==> config.mk <==
export PLATFORM = sky130hd
export DESIGN_NAME = mc_control_fsm_flat
export DESIGN_NICKNAME = d
export VERILOG_FILES = /design/src/rtl/mc_control_pkg.sv /design/src/rtl/mc_control_if.sv /design/src/rtl/mc_control_outdec.sv /design/src/rtl/mc_control_fsm.sv /design/src/flat_wrapper.sv
export SDC_FILE = /design/constraint.sdc
export NUM_CORES = 1
export LEC_CHECK = 0
export BUFFER_PORTS_ARGS = -buffer_cell sky130_fd_sc_hd__buf_2
export CAP_MARGIN = 5
export CORE_MARGIN = 2
export CORE_UTILIZATION = 40
export CTS_BUF_LIST = sky130_fd_sc_hd__clkbuf_4
export DETAILED_ROUTE_END_ITERATION = 10
export PLACE_DENSITY_LB_ADDON = 0.15
export SYNTH_ARGS = -nofsm -noshare
export SYNTH_HDL_FRONTEND = slang
export SYNTH_HIERARCHICAL = 1
export SYNTH_SLANG_ARGS = --single-unit
==> constraint.sdc <==
create_clock -name clk -period 3.2 [get_ports clk]
set_clock_uncertainty 0.05 [all_clocks]
set_input_delay 0.16 -clock clk [delete_from_list [all_inputs] [get_ports clk]]
set_output_delay 0.16 -clock clk [all_outputs]
set_load 0.05 [all_outputs]
==> src/rtl/mc_control_pkg.sv <==
// Shared encodings for the multicycle controller: state enum, opcodes,
// datapath select codes and the packed control word.
package mc_control_pkg;

  localparam int unsigned STATE_W  = 4;
  localparam int unsigned OPCODE_W = 6;

  typedef enum logic [STATE_W-1:0] {
    FETCH   = 4'd0,
    DECODE  = 4'd1,
    MEMADR  = 4'd2,
    MEMREAD = 4'd3,
    MEMWB   = 4'd4,
    MEMWR   = 4'd5,
    EXECUTE = 4'd6,
    ALUWB   = 4'd7,
    BRANCH  = 4'd8,
    ADDIEX  = 4'd9,
    ADDIWB  = 4'd10,
    JUMP    = 4'd11
  } state_t;

  // Opcodes (instruction bits [31:26]); prefixed to avoid clashing with state names
  localparam logic [OPCODE_W-1:0] OP_RTYPE = 6'h00;
  localparam logic [OPCODE_W-1:0] OP_LW    = 6'h23;
  localparam logic [OPCODE_W-1:0] OP_SW    = 6'h2b;
  localparam logic [OPCODE_W-1:0] OP_BEQ   = 6'h04;
  localparam logic [OPCODE_W-1:0] OP_ADDI  = 6'h08;
  localparam logic [OPCODE_W-1:0] OP_JUMP  = 6'h02;

  localparam logic [1:0] ALUOP_ADD   = 2'b00;
  localparam logic [1:0] ALUOP_SUB   = 2'b01;
  localparam logic [1:0] ALUOP_FUNCT = 2'b10;

  localparam logic [1:0] SRCB_REG   = 2'b00;
  localparam logic [1:0] SRCB_FOUR  = 2'b01;
  localparam logic [1:0] SRCB_IMM   = 2'b10;
  localparam logic [1:0] SRCB_IMMSH = 2'b11;

  localparam logic [1:0] PCSRC_ALU    = 2'b00;
  localparam logic [1:0] PCSRC_ALUOUT = 2'b01;
  localparam logic [1:0] PCSRC_JUMP   = 2'b10;

  typedef struct packed {
    logic       mem_req;
    logic       iord;
    logic       ir_write;
    logic       pc_write;
    logic       branch;
    logic [1:0] pc_src;
    logic       alu_src_a;
    logic [1:0] alu_src_b;
    logic [1:0] alu_op;
    logic       reg_write;
    logic       reg_dest;
    logic       mem_to_reg;
    logic       mem_write;
    logic       instr_done;
  } ctrl_t;

endpackage

==> src/rtl/mc_control_if.sv <==
// Controller <-> datapath/memory bundle.
// master: controller side (takes opcode/zero/mem_ready, drives all controls).
// slave : datapath/memory side.
interface mc_control_if;
  import mc_control_pkg::*;

  logic [OPCODE_W-1:0] opcode;
  logic                zero;
  logic                mem_ready;

  logic       mem_req;
  logic       iord;
  logic       ir_write;
  logic       pc_write;
  logic       branch;
  logic       pc_en;
  logic [1:0] pc_src;
  logic       alu_src_a;
  logic [1:0] alu_src_b;
  logic [1:0] alu_op;
  logic       reg_write;
  logic       reg_dest;
  logic       mem_to_reg;
  logic       mem_write;
  logic       instr_done;
  state_t     state;

  modport master (
    input  opcode, zero, mem_ready,
    output mem_req, iord, ir_write, pc_write, branch, pc_en, pc_src,
           alu_src_a, alu_src_b, alu_op, reg_write, reg_dest, mem_to_reg,
           mem_write, instr_done, state
  );

  modport slave (
    output opcode, zero, mem_ready,
    input  mem_req, iord, ir_write, pc_write, branch, pc_en, pc_src,
           alu_src_a, alu_src_b, alu_op, reg_write, reg_dest, mem_to_reg,
           mem_write, instr_done, state
  );
endinterface

==> src/rtl/mc_control_outdec.sv <==
// Combinational control-word decode of the current state.
// Ports: state (current state), mem_ready (qualifies FETCH loads and MEMWR done),
//        ctrl (control word; unlisted fields are 0).
module mc_control_outdec
  import mc_control_pkg::*;
(
  input  state_t state,
  input  logic   mem_ready,
  output ctrl_t  ctrl
);

  always_comb begin
    ctrl = '0;
    unique case (state)
      FETCH: begin
        ctrl.mem_req   = 1'b1;
        ctrl.alu_src_b = SRCB_FOUR;
        ctrl.alu_op    = ALUOP_ADD;
        ctrl.pc_src    = PCSRC_ALU;
        // IR and PC load only on the cycle memory actually returns the word
        ctrl.ir_write  = mem_ready;
        ctrl.pc_write  = mem_ready;
      end
      DECODE: begin
        ctrl.alu_src_b = SRCB_IMMSH;
        ctrl.alu_op    = ALUOP_ADD;
      end
      MEMADR: begin
        ctrl.alu_src_a = 1'b1;
        ctrl.alu_src_b = SRCB_IMM;
        ctrl.alu_op    = ALUOP_ADD;
      end
      MEMREAD: begin
        ctrl.mem_req = 1'b1;
        ctrl.iord    = 1'b1;
      end
      MEMWB: begin
        ctrl.reg_write  = 1'b1;
        ctrl.mem_to_reg = 1'b1;
        ctrl.instr_done = 1'b1;
      end
      MEMWR: begin
        ctrl.mem_req    = 1'b1;
        ctrl.iord       = 1'b1;
        ctrl.mem_write  = 1'b1;
        ctrl.instr_done = mem_ready;
      end
      EXECUTE: begin
        ctrl.alu_src_a = 1'b1;
        ctrl.alu_src_b = SRCB_REG;
        ctrl.alu_op    = ALUOP_FUNCT;
      end
      ALUWB: begin
        ctrl.reg_write  = 1'b1;
        ctrl.reg_dest   = 1'b1;
        ctrl.instr_done = 1'b1;
      end
      BRANCH: begin
        ctrl.alu_src_a  = 1'b1;
        ctrl.alu_src_b  = SRCB_REG;
        ctrl.alu_op     = ALUOP_SUB;
        ctrl.pc_src     = PCSRC_ALUOUT;
        ctrl.branch     = 1'b1;
        ctrl.instr_done = 1'b1;
      end
      ADDIEX: begin
        ctrl.alu_src_a = 1'b1;
        ctrl.alu_src_b = SRCB_IMM;
        ctrl.alu_op    = ALUOP_ADD;
      end
      ADDIWB: begin
        ctrl.reg_write  = 1'b1;
        ctrl.instr_done = 1'b1;
      end
      JUMP: begin
        ctrl.pc_src     = PCSRC_JUMP;
        ctrl.pc_write   = 1'b1;
        ctrl.instr_done = 1'b1;
      end
      default: ctrl = '0;
    endcase
  end

endmodule

==> src/rtl/mc_control_fsm.sv <==
// Multicycle MIPS sequencing controller (FETCH..writeback, memory stalls).
// Ports: clk, rst (sync active-high), bus (mc_control_if.master: opcode, zero,
//        mem_ready in; all datapath enables/selects, pc_en, instr_done, state out).
module mc_control_fsm
  import mc_control_pkg::*;
(
  input logic          clk,
  input logic          rst,
  mc_control_if.master bus
);

  state_t state_q;
  state_t state_d;
  ctrl_t  word;
  ctrl_t  gated;

  // State register
  always_ff @(posedge clk) begin
    if (rst) state_q <= FETCH;
    else     state_q <= state_d;
  end

  // Next-state logic; opcode is only looked at in DECODE and MEMADR
  always_comb begin
    state_d = state_q;
    unique case (state_q)
      FETCH:   if (bus.mem_ready) state_d = DECODE;
      DECODE: begin
        unique case (bus.opcode)
          OP_LW, OP_SW: state_d = MEMADR;
          OP_BEQ:       state_d = BRANCH;
          OP_ADDI:      state_d = ADDIEX;
          OP_JUMP:      state_d = JUMP;
          default:      state_d = EXECUTE;  // RTYPE and unknown opcodes
        endcase
      end
      MEMADR:  state_d = (bus.opcode == OP_SW) ? MEMWR : MEMREAD;
      MEMREAD: if (bus.mem_ready) state_d = MEMWB;
      MEMWR:   if (bus.mem_ready) state_d = FETCH;
      EXECUTE: state_d = ALUWB;
      ADDIEX:  state_d = ADDIWB;
      MEMWB, ALUWB, BRANCH, ADDIWB, JUMP: state_d = FETCH;
      default: state_d = FETCH;
    endcase
  end

  mc_control_outdec u_outdec (
    .state     (state_q),
    .mem_ready (bus.mem_ready),
    .ctrl      (word)
  );

  // Output stage: everything is held at 0 while reset is asserted
  always_comb begin
    gated = '0;
    if (!rst) gated = word;
  end

  assign bus.mem_req    = gated.mem_req;
  assign bus.iord       = gated.iord;
  assign bus.ir_write   = gated.ir_write;
  assign bus.pc_write   = gated.pc_write;
  assign bus.branch     = gated.branch;
  assign bus.pc_src     = gated.pc_src;
  assign bus.alu_src_a  = gated.alu_src_a;
  assign bus.alu_src_b  = gated.alu_src_b;
  assign bus.alu_op     = gated.alu_op;
  assign bus.reg_write  = gated.reg_write;
  assign bus.reg_dest   = gated.reg_dest;
  assign bus.mem_to_reg = gated.mem_to_reg;
  assign bus.mem_write  = gated.mem_write;
  assign bus.instr_done = gated.instr_done;
  assign bus.pc_en      = gated.pc_write | (gated.branch & bus.zero);
  assign bus.state      = rst ? FETCH : state_q;

endmodule

==> src/flat_wrapper.sv <==
// flat-port wrapper written by rule: the top's interface ports become plain ports
module mc_control_fsm_flat import mc_control_pkg::*;
  (clk, rst, bus_opcode, bus_zero, bus_mem_ready, bus_mem_req, bus_iord, bus_ir_write, bus_pc_write, bus_branch, bus_pc_en, bus_pc_src, bus_alu_src_a, bus_alu_src_b, bus_alu_op, bus_reg_write, bus_reg_dest, bus_mem_to_reg, bus_mem_write, bus_instr_done, bus_state);
  mc_control_if bus_i ();
  input logic clk;
  input logic rst;
  input wire logic [$bits(bus_i.opcode)-1:0] bus_opcode;
  input wire logic [$bits(bus_i.zero)-1:0] bus_zero;
  input wire logic [$bits(bus_i.mem_ready)-1:0] bus_mem_ready;
  output wire logic [$bits(bus_i.mem_req)-1:0] bus_mem_req;
  output wire logic [$bits(bus_i.iord)-1:0] bus_iord;
  output wire logic [$bits(bus_i.ir_write)-1:0] bus_ir_write;
  output wire logic [$bits(bus_i.pc_write)-1:0] bus_pc_write;
  output wire logic [$bits(bus_i.branch)-1:0] bus_branch;
  output wire logic [$bits(bus_i.pc_en)-1:0] bus_pc_en;
  output wire logic [$bits(bus_i.pc_src)-1:0] bus_pc_src;
  output wire logic [$bits(bus_i.alu_src_a)-1:0] bus_alu_src_a;
  output wire logic [$bits(bus_i.alu_src_b)-1:0] bus_alu_src_b;
  output wire logic [$bits(bus_i.alu_op)-1:0] bus_alu_op;
  output wire logic [$bits(bus_i.reg_write)-1:0] bus_reg_write;
  output wire logic [$bits(bus_i.reg_dest)-1:0] bus_reg_dest;
  output wire logic [$bits(bus_i.mem_to_reg)-1:0] bus_mem_to_reg;
  output wire logic [$bits(bus_i.mem_write)-1:0] bus_mem_write;
  output wire logic [$bits(bus_i.instr_done)-1:0] bus_instr_done;
  output wire logic [$bits(bus_i.state)-1:0] bus_state;
  assign bus_i.opcode = bus_opcode;
  assign bus_i.zero = bus_zero;
  assign bus_i.mem_ready = bus_mem_ready;
  assign bus_mem_req = bus_i.mem_req;
  assign bus_iord = bus_i.iord;
  assign bus_ir_write = bus_i.ir_write;
  assign bus_pc_write = bus_i.pc_write;
  assign bus_branch = bus_i.branch;
  assign bus_pc_en = bus_i.pc_en;
  assign bus_pc_src = bus_i.pc_src;
  assign bus_alu_src_a = bus_i.alu_src_a;
  assign bus_alu_src_b = bus_i.alu_src_b;
  assign bus_alu_op = bus_i.alu_op;
  assign bus_reg_write = bus_i.reg_write;
  assign bus_reg_dest = bus_i.reg_dest;
  assign bus_mem_to_reg = bus_i.mem_to_reg;
  assign bus_mem_write = bus_i.mem_write;
  assign bus_instr_done = bus_i.instr_done;
  assign bus_state = bus_i.state;
  mc_control_fsm u_core (.clk(clk), .rst(rst), .bus(bus_i));
endmodule
# == Yosys cells after proc, flatten, opt, wreduce, memory -nomap -nowiden ==
# Cells that the tools add are included.
# op_classes
eq_ne,19
n_mux,21
bitwise_logic,2
reduce_logical,9
# op_table
operator,n
4-bit one-hot mux with 7 select lines,1
4-bit one-hot mux with 5 select lines,1
17-bit two-way mux,1
4-bit by 3-bit == test with 1-bit output (second input constant),4
4-bit == test (second input constant),4
4-bit two-way mux,4
4-bit one-hot mux with 4 select lines,1
6-bit == test (second input constant),2
1-bit two-way mux,9
4-bit by 2-bit == test with 1-bit output (second input constant),2
6-bit by 2-bit == test with 1-bit output (second input constant),1
6-bit by 3-bit == test with 1-bit output (second input constant),1
6-bit by 4-bit == test with 1-bit output (second input constant),1
2-bit inequality test (second input constant),3
2-bit OR reduction,3
3-bit OR reduction,2
5-bit OR reduction,1
4-bit by 1-bit == test with 1-bit output (second input constant),1
4-bit zero test,1
1-bit one-hot mux with 2 select lines,2
2-bit one-hot mux with 2 select lines,1
4-bit OR reduction,1
3-bit two-way mux,1
3-bit AND reduction,1
other kinds (2),2
# word_totals
register_bits,4
in_bits,10
out_inout_bits,22
wordCells,52

# == Longest topological paths before layout ==
# depth
depth_word,6
mapped_depth,6
mapped_depth_nobuf,5

# == Cells and area by module ==
# Netlist, hierarchy kept.
# by_module_without_submodules
mod,instances,cells_each,area_per_inst_um2,seq_area_each_um2
mc_control_fsm,1,68,489.2,80.1
mc_control_outdec,1,38,234.0,0.0

# == Worst setup path after synthesis ==
# No wires, ideal clock.
# synth_path
path_type,flip-flop to output port
from,register u_core.state_q[3]
to,output bus_pc_en
arrival_time_ns,2.379
required_time_ns,2.990
path_slack_ns,0.611
path_stages_with_launch,7
n_path_buf,2
cell_sequence,dfxtp_1 > buf_6 > or2b_2 > nor3_1 > buf_4 > nor2b_1 > a21o_1
# synth_lines
item,line_no,source
"start, declared",mc_control_fsm.sv:12,state_t state_q;
"start signal, assigned",mc_control_fsm.sv:20,else state_q <= state_d;
"end, declared",flat_wrapper.sv:15,output wire logic [$bits(bus_i.pc_en)-1:0] bus_pc_en;

==> flow_summary.toml <==
[status]
status = "complete, no violations"

[global_route]
grt_pass1_vias = 617
grt_use_met2_pct = 27.5
grt_antenna_before_repair = 0
grt_use_met1_pct = 20.8
met3_usage_pct = 1.57
top_usage_layer = "met2"
grt_max_degree = 24
overflow = 0
grt_use_total_pct = 16.3
grt_pass1_wl_um = 2590

[timing]
hold_ws_ns = 0.193
fmax_mhz = 437
tns_ns = 0
worst_slew_pin_slew_ns = 0.743
hold_viol = 0
relSlewSlack_pct = 50.4
post-route-min-period_ns = 2.29
fin_crit_sh_pct = 71.5
slew_viol_final = 0
finalSetupViolCount = 0
rsz0062_at_grt = "false"

[synth]
synth_top_family_by_area = "simple AND/OR/NAND/NOR gates"
yosysSeqAreaShare_pct = 11.1
syn_area_per_cell_sq_um = 6.82
synth_xor_area_share_pct = 6.06
syn_inst = 106
synthAdderAreaFrac_pct = 0
yosys.cell_types.count = 37
synth_compound_gate_area_share_pct = 20.2
syn_nets = 116
yosysWarnings = 6
ys_ff_latch = 4
synthMuxAreaShare_pct = 0
synth_area_sq_um = 723
yosys.area_share.simple_pct = 50.2

[finish]
largest_register_ffs = 4
final_common_cell = "buf_2"
largest-register = "u_core/state_q"
area_growth_pct = 18.5
nets = 143
fill_cells = 184
top_regs = "u_core/state_q: 4 flops"
register_area_sq_um = 80.1
final_cell_mix = "buf_2 (31), nor2b_1 (19), nor2_1 (13)"
utilization_pct = 50.2
drive_above_1_share_pct = 32.1
multiInputGateArea_sq_um = 553
antennaDiodeCount = 0

[critical_path]
worstPathRequired_ns = 2.99
end_kind = "output port"
crit_path_start_kind = "flop"
arrival_ns = 2.08
crit_type = "flop to output port"
cp_max_fo = 23

[clock_tree]
clkSinkCount = 4
hold_buffers = 0
clk_pin_slew_ns = 0.04
clockBufferDepth = 2
cts-root-buf = "clkbuf_4"
cts-buffers-inserted = 3
cts_tree = "done"
cts_resized = 0
cts_setup_buffers = 0
clock_latency_ns = 0.23
htree_levels = 1

[floorplan]
start_util_pct = 42.3
die_x_um = 46.5
dieArea_sq_um = 2160
dieHeight_um = 46.5
io_pins = 32
rows = 15
core_area_sq_um = 1710

[drt]
vias = 798
dr.pass1.iters = 3
drt_wl_total_um = 1680
wl_per_cell_um = 10.8
routed_via_density = 5.12
drt-initial-drc-count = 2
ant_nets = 0
drc = 0

[power]
p_leak_nw = 0.398
powerDensity_nw_per_um2 = 569
irDropWorstVdd_uv = 347

[flow_run]
cap_violations = 0

[place]
dp.final_hpwl_um = 1260
io_buffers = 31
place.gp.congestion = 0.809

[min_path]
min-delay-path-class = "input port to flop"
==> where the power goes <==
group          internal (mW)  total, mW  switching [mW]  leakage, nW
clock network         0.0419     0.0611          0.0192       0.0138
registers             0.0608      0.116          0.0548       0.0328
logic                  0.114      0.311           0.198        0.352
total                  0.216      0.488           0.272        0.398
==> layout make-up <==
class	count	area share (%)
multi-input combinational	89	64.5
timing repair buffer	31	18.1
sequential	4	9.34
tap	25	3.65
clock buffer	3	2.63
inverter	4	1.75
==> synthesized netlist by cell type <==
cell	n	share of area, %
nor2b_1	19	16
nor2_1	13	6.7
nor3_1	5	3.5
o211ai_1	5	5.2
a21oi_1	4	2.8
dfxtp_1	4	11
inv_1	4	2.1
nand2b_1	4	3.5
nand3_1	4	2.8
buf_6	3	4.7
nand2_1	3	1.6
nand3b_1	3	3.1
o21ai_0	3	2.1
o41ai_1	3	3.6
xnor2_1	3	3.6
buf_4	2	2.1
clkbuf_1	2	1.0
or2b_2	2	2.4
xor2_1	2	2.4
a2111oi_0	1	1.2
a211oi_1	1	1.0
a21o_1	1	1.0
a311oi_1	1	1.2
and2b_2	1	1.2
and3_1	1	0.87
buf_2	1	0.69
clkbuf_8	1	1.9
nand2b_2	1	1.2
nor2_2	1	0.87
nor3b_1	1	1.0
o21a_1	1	1.0
o31ai_1	1	1.0
or2_2	1	0.87
or3_1	1	0.87
or3_2	1	1.0
or3b_2	1	1.2
or4_1	1	1.0
==> logic make-up after synthesis <==
logic type      count (synthesis)
flops                           4
simple gates                   63
xor+xnor                        5
buf+inv                        13
compound gates                 21
==> metrics by stage <==
step / worst slack (ns) / area [sq um] / total power [mW] / instances
2_1_floorplan: 0.611 / 723 / 0.389 / 106
3_3_place_gp: 1.20 / 835 / 0.424 / 153
3_5_place_dp: 1.16 / 835 / 0.429 / 153
4_1_cts: 0.914 / 857 / 0.494 / 156
5_1_grt: 0.730 / 857 / 0.529 / 156
6_report: 0.913 / 857 / 0.488 / 156
==> worst max-delay path, stage by stage (launching register included) <==
cell	delay, ns
dfxtp_1	0.79
nand2b_1	0.20
or2_2	0.33
a21oi_1	0.13
nor2b_1	0.13
buf_2	0.26
==> path summary, 6_finish.rpt <==
kind / cells after the start / startpoint / slack (ns) / end
max: 5 / u_core/state_q[1] / 0.91 / bus_alu_src_b[1]
min: 2 / bus_mem_ready / 0.19 / u_core/state_q[0]
max reg2reg: 4 / u_core/state_q[1] / 1.53 / u_core/state_q[1]
min reg2reg: 2 / u_core/state_q[3] / 0.67 / u_core/state_q[3]
==> per-layer routing <==
metal	vias up	part of all wire (%)
met3	0	3.9
met1	360	45
met4	0	0
met5	-	0
li1	419	-
met2	19	51
(Power assumes the default switching activity.)
